$ cat config.mk
export PLATFORM = sky130hd
export DESIGN_NAME = fsm_axi_lite_rd_slv
export DESIGN_NICKNAME = d
export VERILOG_FILES = /design/src/rtl/axil_pkg.sv /design/src/rtl/axil_rd_addr_dec.sv /design/src/rtl/fsm_axi_lite_rd_slv.sv
export SDC_FILE = /design/constraint.sdc
export NUM_CORES = 1
export LEC_CHECK = 0
export CAP_MARGIN = 20
export CORE_MARGIN = 2
export CORE_UTILIZATION = 39
export DETAILED_ROUTE_END_ITERATION = 10
export GPL_ROUTABILITY_DRIVEN = 0
export PLACE_DENSITY = 0.79
export SYNTH_ARGS = -nofsm -noshare
export SYNTH_HDL_FRONTEND = slang
export SYNTH_SLANG_ARGS = --single-unit
$ cat constraint.sdc
create_clock -name clk -period 2.2 [get_ports clk]
set_input_delay 0.55 -clock clk [delete_from_list [all_inputs] [get_ports clk]]
set_output_delay 0.55 -clock clk [all_outputs]
set_load 0.02 [all_outputs]
$ cat src/rtl/axil_pkg.sv
// rtl/axil_pkg.sv - shared AXI4-Lite read responder constants and FSM state type
package axil_pkg;

    localparam logic [1:0] RESP_OKAY   = 2'b00;
    localparam logic [1:0] RESP_SLVERR = 2'b10;
    localparam logic [1:0] RESP_DECERR = 2'b11;

    typedef enum logic [1:0] {
        S_IDLE = 2'd0,
        S_MEM  = 2'd1,
        S_WAIT = 2'd2,
        S_RESP = 2'd3
    } state_t;

endpackage

$ cat src/rtl/axil_rd_addr_dec.sv
// rtl/axil_rd_addr_dec.sv - range/alignment decode and word-index extraction for AR addresses
// Optional misalignment reporting: AXIL_RD_SLV_ALIGN_CHECK_EN
module axil_rd_addr_dec
    import axil_pkg::*;
#(
    parameter int                ADDR_W    = 32,
    parameter int                DATA_W    = 32,
    parameter logic [ADDR_W-1:0] BASE_ADDR = '0,
    parameter int                DEPTH     = 256
) (
    input  logic [ADDR_W-1:0]        araddr,
    output logic                     acc_ok,
    output logic [1:0]               err_resp,
    output logic [$clog2(DEPTH)-1:0] word_idx
);

    localparam int LSB   = $clog2(DATA_W / 8);
    localparam int IDX_W = $clog2(DEPTH);
    localparam logic [ADDR_W:0] WINDOW = (ADDR_W + 1)'(DEPTH * (DATA_W / 8));

    logic [ADDR_W-1:0] offset;
    logic              in_range;

    // Compare in ADDR_W+1 bits so a window ending at the top of the address map cannot wrap.
    assign offset   = araddr - BASE_ADDR;
    assign in_range = (araddr >= BASE_ADDR) && ({1'b0, offset} < WINDOW);
    assign word_idx = offset[LSB +: IDX_W];

`ifdef AXIL_RD_SLV_ALIGN_CHECK_EN
    logic misaligned;
    assign misaligned = |offset[LSB-1:0];
    assign acc_ok     = in_range && !misaligned;
`else
    logic unused_low_bits;
    assign unused_low_bits = ^offset[LSB-1:0];
    assign acc_ok          = in_range;
`endif

    assign err_resp = in_range ? RESP_SLVERR : RESP_DECERR;

endmodule

$ cat src/rtl/fsm_axi_lite_rd_slv.sv
// rtl/fsm_axi_lite_rd_slv.sv - single-outstanding AXI4-Lite read responder over a fixed-latency memory
// Optional misalignment SLVERR: AXIL_RD_SLV_ALIGN_CHECK_EN
module fsm_axi_lite_rd_slv
    import axil_pkg::*;
#(
    parameter int                ADDR_W    = 32,
    parameter int                DATA_W    = 32,
    parameter logic [ADDR_W-1:0] BASE_ADDR = '0,
    parameter int                DEPTH     = 256,
    parameter int                MEM_LAT   = 1
) (
    input  logic                     clk,
    input  logic                     rst_n,
    input  logic [ADDR_W-1:0]        araddr,
    input  logic                     arvalid,
    output logic                     arready,
    output logic [DATA_W-1:0]        rdata,
    output logic [1:0]               rresp,
    output logic                     rvalid,
    input  logic                     rready,
    output logic                     mem_rd_en,
    output logic [$clog2(DEPTH)-1:0] mem_rd_addr,
    input  logic [DATA_W-1:0]        mem_rd_data
);

    localparam int         IDX_W = $clog2(DEPTH);
    localparam logic [2:0] LAT_C = 3'(MEM_LAT);

    state_t             state_q, state_d;
    logic [2:0]         cnt_q, cnt_d;
    logic [DATA_W-1:0]  rdata_q, rdata_d;
    logic [1:0]         rresp_q, rresp_d;
    logic               rvalid_q, rvalid_d;
    logic               mem_rd_en_q, mem_rd_en_d;
    logic [IDX_W-1:0]   mem_rd_addr_q, mem_rd_addr_d;

    logic               dec_ok;
    logic [1:0]         dec_resp;
    logic [IDX_W-1:0]   dec_idx;

    axil_rd_addr_dec #(
        .ADDR_W    (ADDR_W),
        .DATA_W    (DATA_W),
        .BASE_ADDR (BASE_ADDR),
        .DEPTH     (DEPTH)
    ) u_dec (
        .araddr   (araddr),
        .acc_ok   (dec_ok),
        .err_resp (dec_resp),
        .word_idx (dec_idx)
    );

    assign arready     = (state_q == S_IDLE);
    assign rdata       = rdata_q;
    assign rresp       = rresp_q;
    assign rvalid      = rvalid_q;
    assign mem_rd_en   = mem_rd_en_q;
    assign mem_rd_addr = mem_rd_addr_q;

    // cnt_q counts cycles since the read strobe; data is captured when it reaches MEM_LAT.
    always_comb begin
        state_d       = state_q;
        cnt_d         = cnt_q;
        rdata_d       = rdata_q;
        rresp_d       = rresp_q;
        rvalid_d      = rvalid_q;
        mem_rd_en_d   = 1'b0;
        mem_rd_addr_d = mem_rd_addr_q;
        case (state_q)
            S_IDLE: begin
                if (arvalid) begin
                    if (dec_ok) begin
                        mem_rd_en_d   = 1'b1;
                        mem_rd_addr_d = dec_idx;
                        cnt_d         = '0;
                        state_d       = S_MEM;
                    end else begin
                        rdata_d  = '0;
                        rresp_d  = dec_resp;
                        rvalid_d = 1'b1;
                        state_d  = S_RESP;
                    end
                end
            end
            S_MEM, S_WAIT: begin
                cnt_d = cnt_q + 3'd1;
                if (cnt_q == LAT_C) begin
                    rdata_d  = mem_rd_data;
                    rresp_d  = RESP_OKAY;
                    rvalid_d = 1'b1;
                    cnt_d    = '0;
                    state_d  = S_RESP;
                end else if (MEM_LAT > 1) begin
                    state_d = S_WAIT;
                end
            end
            S_RESP: begin
                if (rready) begin
                    rvalid_d = 1'b0;
                    state_d  = S_IDLE;
                end
            end
            default: state_d = S_IDLE;
        endcase
    end

    always_ff @(posedge clk or negedge rst_n) begin
        if (!rst_n) begin
            state_q       <= S_IDLE;
            cnt_q         <= '0;
            rdata_q       <= '0;
            rresp_q       <= RESP_OKAY;
            rvalid_q      <= 1'b0;
            mem_rd_en_q   <= 1'b0;
            mem_rd_addr_q <= '0;
        end else begin
            state_q       <= state_d;
            cnt_q         <= cnt_d;
            rdata_q       <= rdata_d;
            rresp_q       <= rresp_d;
            rvalid_q      <= rvalid_d;
            mem_rd_en_q   <= mem_rd_en_d;
            mem_rd_addr_q <= mem_rd_addr_d;
        end
    end

endmodule

==> qor.txt, run 1 <==
Antenna cells = 0
Clock latency on the worst-skew pair = 0.29 ns
Fmax = 471 MHz
GRT overflow = 0
Crit Path Max Fanout = 11
Root Buffer = clkbuf_8
Clk slew on worst S/H paths = 0.09 ns
# clock sinks = 48
Crit path time final = 2.12 ns
Largest net degree at the start of global routing = 37
Crit end category = register
Worst Path Arrival = 2.30 ns
Final setup viols = 0
Detailed-router iteration count before antenna repair = 4
Post-synthesis cell type count = 29
Seq/Total Area, Yosys = 0.580
Final Cell Area = 3410 sq um
Place WS = -0.253 ns
TritonCTS buffer count = 5
#FFs+latches synth = 48
DR WL/cell = 12.6 um
Final WS setup = 0.0780 ns
Clk_skew = 0.00449 ns
Via density = 4.79
Fin util = 0.667
Post-DRT Antenna Nets = 0
Reg2Reg Depth = 6
DP HPWL = 3890 um
Xor and xnor area share after synthesis = 0
Syn_nets = 284
Max-cap viol count = 0
PD cells = 1300 nW/um^2
Startpoint types = input port
Period utilisation layout = 0.965
Ys async rst share = 1.00
Yosys warns = 0
Worst slew pin tran = 0.582 ns
Commonest non-fill, non-tap cell in the layout = clkdlybuf4s50_1
Adder-Cell Fraction of Synth Area = 0.0181
Crit path max-delay family = simple AND/OR/NAND/NOR gates
Synth Instances = 213
Synthesis-to-finish area growth = 64.5%
Worst path bufs/invs = 2
Initial Util = 0.406
Area of the multi-input gates = 800 sq um
Vias in the first global route = 1882
Final hold vios = 0
Clock buffer depth = 2
CTS H-tree depth = 2
Via count = 1913
Overall die height = 76.9 um
WP depth = 6
Share of layout cells above drive strength 1 = 0.0912
Flip-flop and latch area = 1200 sq um
Crit path required time = 2.38 ns
Routed WL = 5010 um
Core Region = 5110 sq um
Die area = 5910 sq um
Crit path largest cell delay = 0.43 ns
CTS tree = built
Main combinational cell family by area after synthesis = simple AND/OR/NAND/NOR gates
Number of enable flip-flop cells after synthesis = 0
Main synth FF type = dfrtp_1
Io pins = 113
Setup Crit Path Kind = in2reg
DRT iter0 DRCs = 56
Simple-Gate Fraction of Synth Area = 0.173
CP Cell Sequence = clkdlybuf4s50_1 > nor4_2 > nand4_1 > nor3_1 > buf_4 > mux2_2
I/O Buffers = 110
Hold Path Class = in2async
Placement Cell Area = 3300 sq um
Drc violations = 0
Most frequent cells in the layout = clkdlybuf4s50_1 (108), nand2_1 (70), dfrtp_1 (48), o21ai_0 (31), mux2_2 (9)
Multiplexer area fraction after synthesis = 0.0489
Slowest cell on the critical path = clkdlybuf4s50_1
Post-CTS setup buffer count = 0
Fillers = 441
Post-Syn Area = 2070 sq um
# rows = 26
Relative slew slack = 0.612
Leak = 1.49 nW
Avg Cell Area, Syn = 9.73 sq um
Status = complete, no violations
Fin nets = 399
Initial antenna violation count = 0
All-Layer GR Usage = 0.178
VDD IR-drop max = 0.000752 V
Synth Area in Compound Gates = 0.140
Chip width = 76.9 um
First-pass GRT wire length = 8590 um
Max-slew violations = 0
-- synth_stat cells, types with 2 or more instances --
cell | n | area, sq um
nand2_1 | 70 | 263
inv_1 | 5 | 18.8
nand2b_1 | 2 | 12.5
o21ai_1 | 5 | 25.0
clkbuf_2 | 2 | 10.0
mux2_2 | 9 | 101
nor3_1 | 2 | 10.0
a21oi_1 | 2 | 10.0
ha_1 | 3 | 37.5
buf_4 | 4 | 30.0
o21ai_0 | 31 | 155
nor2_1 | 4 | 15.0
a21o_1 | 2 | 15.0
dfrtp_1 | 48 | 1200
o22ai_1 | 2 | 12.5
clkbuf_1 | 4 | 15.0
buf_2 | 2 | 10.0
nor4_1 | 5 | 31.3
-- cell families (layout without fill, tap and decap cells) --
kind of cell | Yosys count | count (layout)
flip-flops | 48 | 48
AND/OR/NAND/NOR | 87 | 87
buffers and inverters | 17 | 133
AO/OA/AOI/OAI | 49 | 49
multiplexers | 9 | 9
adder cells (fa/ha/maj) | 3 | 3
-- flip-flops by register name, indices dropped and copies added, names as in the netlist --
name / count
cnt_q: 3
mem_rd_addr: 8
mem_rd_en: 1
rdata: 32
rresp: 1
rvalid: 1
state_q: 2
-- worst reg2reg max path: stages (launching register included) --
cell and delay, ns:
dfrtp_1 0.37, inv_1 0.07, ha_1 0.37, o21ai_0 0.25
o221ai_1 0.26, a21oi_1 0.18, mux2_2 0.34
-- per-layer routing --
layer,global-route usage,share of wire
met5,0,0
met1,0.214,0.41
met3,0.0459,0.067
met4,0.0491,0.010
met2,0.316,0.52
-- where the power goes --
part           total (mW)  internal [mW]  leakage (nW)  switching (mW)
registers            1.33           1.17         0.628           0.153
clock network       0.539          0.256        0.0445           0.283
logic                2.55           1.12         0.817            1.43
-- path summary, 6_finish.rpt --
check / startpoint / endpoint / slack, ns
worst max-delay path: araddr[19] / mem_rd_addr[5] / 0.08
worst min-delay path: rst_n / rdata[16] / 0.24
worst max register to register: state_q[0] / rvalid / 0.25
worst min register to register: rdata[2] / rdata[2] / 0.49
max in group asynchronous: rst_n / rdata[26] / 1.42
min in group clk: rdata[2] / rdata[2] / 0.49
-- layout make-up --
type,instances,share of cell area
clock buffer,7,0.0253
inverter,5,0.00551
sequential,48,0.352
tap,70,0.0257
clock inverter,1,0.00220
timing repair buffer,120,0.354
multi-input combinational,148,0.235
-- per-stage QoR --
step	hold slack (ns)	std cells	power, mW	setup TNS, ns
finish	0.245	399	4.42	0
global route	0.277	399	4.79	-0.327
CTS	0.253	399	4.48	0
detailed placement	0.471	391	3.94	-8.92
global placement	0.462	391	3.86	-7.24
floorplan	0.254	213	2.91	0
-- what timing repair did --
action | in CTS | in global routing
pin swaps | 0 | 2
cloned | 0 | 0
resized for setup | 1 | 2
setup endpoints to repair | 1 | 29
hold buffers | 0 | 0
Power figures use the tool's default switching activity.
==> run 2: changes to the inputs <==
Settings changed: HOLD_SLACK_MARGIN from default to 0.02.
==> results of run 2 <==
The final DEF is identical to that of run 1; final timing and power are the same.
==> run 3: changes to the inputs <==
Settings changed: CORE_MARGIN 2 to default, CTS_CLUSTER_SIZE from default to 20.
==> qor.txt, run 3 (synthesis gave the netlist of run 1 again) <==
Crit Path Max Fanout = 10
Root Buffer = clkbuf_8
Overall die height = 74.9 um
Core Region = 5110 sq um
Crit path time final = 2.07 ns
Crit Reg-Reg Startpoint = state_q[0]
Drc violations = 0
Initial Util = 0.406
DP HPWL = 3750 um
Worst reg2reg path endpoint = rvalid
Post-route setup TNS = 0 ns
# rows = 26
Max-cap viol count = 0
Chip width = 74.9 um
# clock sinks = 48
Via count = 1963
Detailed-router iteration count before antenna repair = 6
Fin nets = 404
Initial antenna violation count = 0
Crit path required time = 2.38 ns
All-Layer GR Usage = 0.185
Startpoint types = input port
Reg2Reg Depth = 6
First-pass GRT wire length = 7810 um
Status = complete, no violations
Max reg flops = 32
Post-DRT Antenna Nets = 0
Final setup viols = 0
Period utilisation layout = 0.943
Die area = 5610 sq um
Final Cell Area = 3460 sq um
Clock latency on the worst-skew pair = 0.29 ns
Post-Layout Cell Count = 404
Io pins = 113
Fmax = 482 MHz
Setup Crit Path Kind = in2reg
Antenna cells = 0
Final hold vios = 0
Max-slew violations = 0
I/O Buffers = 110
Worst Path Arrival = 2.25 ns
CP startpoint = araddr[15]
Fillers = 441
DR WL/cell = 13.1 um
Routed WL = 5300 um
Hold buffer count at CTS = 0
Relative slew slack = 0.612
VDD IR-drop max = 0.000599 V
Leak = 1.53 nW
CTS H-tree depth = 2
Worst slew pin tran = 0.576 ns
DRT iter0 DRCs = 69
Vias in the first global route = 1878
Min Hold Slack = 0.236 ns
PD cells = 1340 nW/um^2
Clk_skew = 0.00798 ns
Placed cells = 391
Share of layout cells above drive strength 1 = 0.108
Reg2Reg Setup Slack = 0.14 ns
Synthesis-to-finish area growth = 67.2%
Placement Cell Area = 3290 sq um
Clk slew on worst S/H paths = 0.09 ns
Most frequent cells in the layout = clkdlybuf4s50_1 (108), nand2_1 (70), dfrtp_1 (48), o21ai_0 (31), buf_4 (11)
Clock buffer depth = 2
GRT overflow = 0
Commonest non-fill, non-tap cell in the layout = clkdlybuf4s50_1
Crit end category = register
Fin util = 0.678
CTS tree = built
TritonCTS buffer count = 5
Largest net degree at the start of global routing = 65
Hold Path Class = in2async
Via density = 4.86
-- run 3: cell count changes in the layout (fill, tap and decap cells not counted) --
cell,before,now
buf_12,3,2
buf_4,7,11
buf_6,0,1
clkbuf_16,0,1
dlygate4sd2_1,1,0
dlymetal6s2s_1,0,1
nor4_1,3,2
nor4_2,2,3
-- run 3: per-layer routing --
metal | up-vias | track usage | wire length [um]
met1 | 928 | 0.189 | 2210
li1 | 956 | - | -
met3 | 2 | 0.0629 | 396
met5 | - | 0 | 0
met4 | 0 | 0.0440 | 20
met2 | 77 | 0.358 | 2670
-- run 3: critical path, stage by stage --
cell,delay (ns)
clkdlybuf4s50_1,0.41
nor4_2,0.27
nand4_1,0.12
buf_4,0.17
nor3_1,0.17
buf_4,0.22
mux2_2,0.35
-- run 3: through the flow --
step | total power, mW | setup slack, ns
after floorplan | 2.91 | 0.258
after global placement | 3.79 | -0.234
after detailed placement | 3.87 | -0.282
after CTS | 4.41 | 0.0255
after global routing | 5.00 | -0.00340
final | 4.63 | 0.126
-- run 3: worst max path at each step --
stage	to	slack (ns)	cells past startpoint
after floorplan	mem_rd_addr[1]	0.26	5
after global placement	rdata[23]	-0.23	6
after detailed placement	rdata[26]	-0.28	6
after CTS	mem_rd_addr[3]	0.03	6
after global routing	rvalid	-0.003	6
final	mem_rd_addr[3]	0.13	7
-- run 3: timing repair --
item                                    CTS  global route
buffers inserted                          0             3
endpoints found under the setup margin    0            43
gates resized for setup                   0             4
-- run 3: layout make-up --
class / count / area (sq um) / share of cell area
Clock buffer: 7 / 86.3 / 0.0249
Clock inverter: 1 / 7.51 / 0.00217
Inverter: 5 / 18.8 / 0.00542
Multi-Input combinational cell: 148 / 806 / 0.233
Sequential cell: 48 / 1200 / 0.347
Tap cell: 70 / 87.6 / 0.0253
Timing Repair Buffer: 125 / 1260 / 0.363
-- run 3: power by group --
part	internal, mW	switching (mW)
registers	1.17	0.156
clock network	0.256	0.276
logic	1.23	1.55
total	2.65	1.98
